`config.mk`:
```
export PLATFORM = sky130hd
export DESIGN_NAME = mem_wb_stage
export DESIGN_NICKNAME = d
export VERILOG_FILES = /design/src/rtl/mem_wb_stage.sv
export SDC_FILE = /design/constraint.sdc
export NUM_CORES = 1
export LEC_CHECK = 0
export CORE_UTILIZATION = 45
export DETAILED_ROUTE_END_ITERATION = 12
export DONT_BUFFER_PORTS = 1
export GPL_ROUTABILITY_DRIVEN = 0
export RECOVER_POWER = 25
export REMOVE_ABC_BUFFERS = 1
export SLEW_MARGIN = 20
export SYNTH_ARGS = -nofsm -noshare
export SYNTH_HDL_FRONTEND = slang
export SYNTH_SLANG_ARGS = --single-unit
```
`constraint.sdc`:
```
create_clock -name clk -period 1.63 [get_ports clk]
set_clock_uncertainty 0.05 [all_clocks]
set_input_delay 0.326 -clock clk [delete_from_list [all_inputs] [get_ports clk]]
set_output_delay 0.326 -clock clk [all_outputs]
set_load 0.1 [all_outputs]
```
`src/rtl/mem_wb_stage.sv`:
```
// MEM/WB pipeline stage: performs loads and stores over a req/ack data-memory port and registers the writeback bundle.
// Latency: 1 cycle for non-memory ops; 1 issue cycle plus k wait cycles for memory ops (k = cycle carrying mem_ack, or TIMEOUT).
// Backpressure: combinational stall holds EX/MEM and upstream while an access is being issued or is waiting for mem_ack.
module mem_wb_stage #(
    parameter int DBITS   = 32,
    parameter int TIMEOUT = 16
) (
    input  logic             clk,
    input  logic             reset,
    input  logic             memtoReg_m,
    input  logic             memWrite_m,
    input  logic             jal_m,
    input  logic             regWrite_m,
    input  logic [DBITS-1:0] incrementedPC_m,
    input  logic [DBITS-1:0] dstReg_m,
    input  logic [DBITS-1:0] aluOut_m,
    input  logic [DBITS-1:0] dataFwdOut2_m,
    output logic             stall,
    output logic             mem_req,
    output logic             mem_we,
    output logic [DBITS-1:0] mem_addr,
    output logic [DBITS-1:0] mem_wdata,
    input  logic             mem_ack,
    input  logic [DBITS-1:0] mem_rdata,
    output logic             regWrite_w,
    output logic [DBITS-1:0] dstReg_w,
    output logic [DBITS-1:0] wbData_w,
    output logic             mem_err
);

    // Counter only needs to reach TIMEOUT-1.
    localparam int CW = (TIMEOUT > 1) ? $clog2(TIMEOUT) : 1;
    localparam logic [CW-1:0] CNT_LAST = CW'(TIMEOUT - 1);

    typedef enum logic {S_IDLE, S_WAIT} state_t;

    state_t           state;
    logic [CW-1:0]    cnt;
    logic             lat_load;
    logic             lat_jal;
    logic [DBITS-1:0] lat_dst;
    logic [DBITS-1:0] lat_pc;

    // A flushed bubble may carry memtoReg without regWrite; it must not load.
    logic is_load, is_store, is_mem, cnt_last;
    assign is_load  = memtoReg_m & regWrite_m;
    assign is_store = memWrite_m;
    assign is_mem   = is_load | is_store;
    assign cnt_last = (cnt == CNT_LAST);

    // Hold upstream while issuing, and while waiting unless this cycle ends the access.
    always_comb begin
        stall = 1'b0;
        case (state)
            S_IDLE:  stall = is_mem;
            S_WAIT:  stall = ~(mem_ack | cnt_last);
            default: stall = 1'b0;
        endcase
    end

    // Access sequencing, memory port registers and writeback registers.
    always_ff @(posedge clk) begin
        if (reset) begin
            state      <= S_IDLE;
            cnt        <= '0;
            mem_req    <= 1'b0;
            mem_we     <= 1'b0;
            mem_addr   <= '0;
            mem_wdata  <= '0;
            regWrite_w <= 1'b0;
            dstReg_w   <= '0;
            wbData_w   <= '0;
            mem_err    <= 1'b0;
            lat_load   <= 1'b0;
            lat_jal    <= 1'b0;
            lat_dst    <= '0;
            lat_pc     <= '0;
        end else begin
            case (state)
                S_IDLE: begin
                    if (is_mem) begin
                        mem_req    <= 1'b1;
                        mem_we     <= is_store;
                        mem_addr   <= aluOut_m;
                        mem_wdata  <= dataFwdOut2_m;
                        // A store wins when both store and load are flagged.
                        lat_load   <= is_load & ~is_store;
                        lat_jal    <= jal_m;
                        lat_dst    <= dstReg_m;
                        lat_pc     <= incrementedPC_m;
                        cnt        <= '0;
                        regWrite_w <= 1'b0;
                        state      <= S_WAIT;
                    end else begin
                        regWrite_w <= regWrite_m;
                        dstReg_w   <= dstReg_m;
                        wbData_w   <= jal_m ? incrementedPC_m : aluOut_m;
                    end
                end
                S_WAIT: begin
                    if (mem_ack) begin
                        mem_req    <= 1'b0;
                        regWrite_w <= lat_load;
                        if (lat_load) begin
                            dstReg_w <= lat_dst;
                            wbData_w <= lat_jal ? lat_pc : mem_rdata;
                        end
                        state <= S_IDLE;
                    end else if (cnt_last) begin
                        // Abort: a load still retires, with zero data, so the register file stays consistent.
                        mem_req    <= 1'b0;
                        mem_err    <= 1'b1;
                        regWrite_w <= lat_load;
                        if (lat_load) begin
                            dstReg_w <= lat_dst;
                            wbData_w <= '0;
                        end
                        state <= S_IDLE;
                    end else begin
                        cnt        <= cnt + CW'(1);
                        regWrite_w <= 1'b0;
                    end
                end
                default: state <= S_IDLE;
            endcase
        end
    end

endmodule

```
==> impl_metrics.yaml <==
layout:
  layout_common_cells: "199 x dfxtp_1, 166 x a21oi_1, 156 x buf_4, 131 x o21ai_0, 130 x nand3_1"
  n_fill_cell: 1903
  nets: 1374
  area_growth_pct: 25.4
  final_common_cell: "dfxtp_1"
  instances_no_fill: 1496
  n_antenna_cell: 0
  design_area_mm2: 0.0122
  postLayoutCoreUtil_pct: 57.7
  drive_gt1_share_pct: 21.9
logic_synthesis:
  syn-cell-area_mm2: 0.00970
  synth_top_area_share_pct: 41.9
  synth_warnings: 0
  syn-mean-instance-area_um2: 8.70
  synthTopCellsByArea: "dfxtp_1 42%, mux2i_1 10%, a21oi_1 8.6%"
  yosys.area.top_type: "dfxtp_1"
  synth_seq_area_share_pct: 41.9
  synth_cell_types: 36
  synthCells: 1115
  synth_seq_cells: 203
global_routing:
  grt_pass1_vias: 8154
  antenna_found_initial: 0
  grt-ovfl-total: 0
  grt_use_total_pct: 24.4
  grt_max_degree: 238
  grt_pass1_wl_um: 43900
setup_path:
  end_kind: "output pin"
  worstSetupStartpointType: "flip-flop"
  crit_fanout: 5
  cp_cell_sequence: "ha_4 -> and3_4 -> o22ai_4 -> buf_12"
  critPathKind: "flip-flop to output pin"
  path_delay_family: "flip-flops"
  reg2reg_depth: 5
  crit_cells: 4
  max_stage_delay_ns: 0.33
  worstPathArrival_ns: 1.57
  crit_slowest_cell: "dfxtp_2"
  worst-path-buf-inv: 1
  crit_required_ns: 1.25
power_and_ir_drop:
  switchingPower_mw: 5.17
  pwr_density_cell_mw_per_mm2: 1210
  pwr-share-comb_pct: 28.2
  internal-power_mw: 9.53
  seqPwrFrac_pct: 37.6
  p_total_mw: 14.7
  p_leak_nw: 4.82
  power.share.switching_pct: 35.2
  peakVddDrop_mv: 0.971
  pwr-share-clk_pct: 34.2
sta:
  drv_slew: 0
  layout_setup_ws_ns: -0.318
  setup_viol_count_final: 100
  tightest_slew_ns: 0.560
  hold_violations: 128
  fmax_ghz: 0.513
  relSlewSlack_pct: 62.7
  finalCritPeriodShare_pct: 120
  tns_ns: -9.04
  holdWs_ns: -0.141
  final.min_clock_period_ns: 1.95
  rsz0062_at_grt: "true"
hold_path:
  hold_path.class: "primary input to flip-flop"
  holdPathStages: 1
placement:
  io_buffers: 0
  dpl_cell_area_mm2: 0.0111
  hpwlAfterDp_um: 17500
  place_inst: 1435
  post-place-ws_ns: 0.0265
die:
  dieArea_mm2: 0.0222
  pin_count: 300
  dieWidth_um: 149
  die_y_um: 149
  rows: 53
  coreArea_mm2: 0.0211
  initial_core_util_pct: 46.0
clocking:
  insertion_delay_ns: 0.51
  numCtsBuffers: 24
  cts.sinks: 203
  cts_max_level: 1
  cts_tree: "built"
  path_clk_slew_ns: 0.06
  clock_path_buffers: 3
  cts_root_buf: "clkbuf_16"
drt:
  dr.pass1.iters: 5
  ant_nets: 0
  drt_iter0_drc: 477
  vias: 8807
  route.detailed.drc: 0
  totalWireLength_um: 29100
  wl_per_cell_um: 19.4
  routed_via_density: 5.89
run_status:
  status: "finished, violations left"
  violations: "negative hold slack, negative setup slack"
run:
  cap_violations: 0
[cell families after synthesis]
logic type                 Yosys count  share of synthesized area, %
and+or+nand+nor                    244                          13.5
adders and majority gates            1                         0.129
buffers and inverters              132                          5.94
muxes                              129                          14.8
DFF                                203                          41.9
AOI/OAI and AO/OA                  406                          23.8
[power by group through the flow]
| stage | clock network, mW | registers [mW] | logic, mW |
|---|---|---|---|
| 2_1_floorplan | 0 | 7.54 | 1.18 |
| 3_3_place_gp | 0 | 5.62 | 4.00 |
| 3_5_place_dp | 0 | 5.63 | 4.04 |
| 4_1_cts | 5.14 | 5.53 | 4.05 |
| 5_1_grt | 5.34 | 5.57 | 4.35 |
| 6_report | 5.03 | 5.53 | 4.14 |
[final timing paths]
path / startpoint / endpoint / slack, ns
hold reg to reg: lat_dst[22] / lat_dst[22] / 0.42
setup / recovery: cnt[0] / stall / -0.32
setup reg to reg: state / dstReg_w[13] / -0.19
hold / removal: reset / lat_dst[22] / -0.14
[registers in the layout, indices dropped and copies added, names as in the netlist]
name / cells
lat_load: 1
lat_dst: 32
dstReg_w: 32
mem_wdata: 32
regWrite_w: 1
lat_pc: 32
mem_we: 1
state: 1
mem_addr: 32
cnt: 4
lat_jal: 1
wbData_w: 32
mem_req: 1
mem_err: 1
[worst reg2reg max path, delay by kind of cell, from the launching register on]
family / cells / cell delay [ns]
flops: 1 / 0.37
simple gates: 1 / 0.05
mux: 2 / 0.48
buf+inv: 2 / 0.77
[synth_stat cells]
master,instances
o21ai_0,131
buf_6,4
o32ai_1,1
dfxtp_1,203
inv_2,1
o21a_1,33
a211oi_1,1
o22ai_1,33
nand2b_1,3
mux2_2,4
buf_2,23
nor2b_1,34
a22o_1,1
ha_1,1
nor3_1,1
nand3_1,131
buf_4,6
and3_1,1
nand4_1,1
or4_1,1
a21oi_1,167
nand2_1,4
mux2_4,28
nor2_1,35
a21o_1,1
a211o_1,1
o2111ai_1,1
o21bai_1,1
o221ai_1,1
buf_1,16
clkbuf_1,82
a41oi_1,1
mux2i_1,97
a31oi_1,1
nor3b_1,33
a221oi_1,32
[layer usage]
metal,GRT usage [%],share of wire [%],vias up
li1,-,-,4278
met1,30.5,41,4171
met2,40.5,48,298
met3,6.30,7.8,60
met4,8.47,3.2,0
met5,0,0,-
[final cells by class]
cell class	count	area [um^2]	area share (%)
multi-input cells	781	5170	42.5
flip-flops and latches	203	4070	33.5
repair buffers	195	1840	15.1
clock buffers	37	709	5.83
well taps	275	344	2.83
clock inverters	4	31.3	0.257
inverters	1	3.75	0.0309
[timing repair]
| action | 4_1_cts | 5_1_grt |
|---|---|---|
| buffers inserted | 2 | 1 |
| endpoints found under the hold margin | 170 | 149 |
| setup endpoints to repair | 1 | 54 |
| pin swaps | 2 | 5 |
| cloned | 0 | 8 |
| resized for setup | 6 | 10 |
Note: power is estimated with default switching activity, not from simulation.
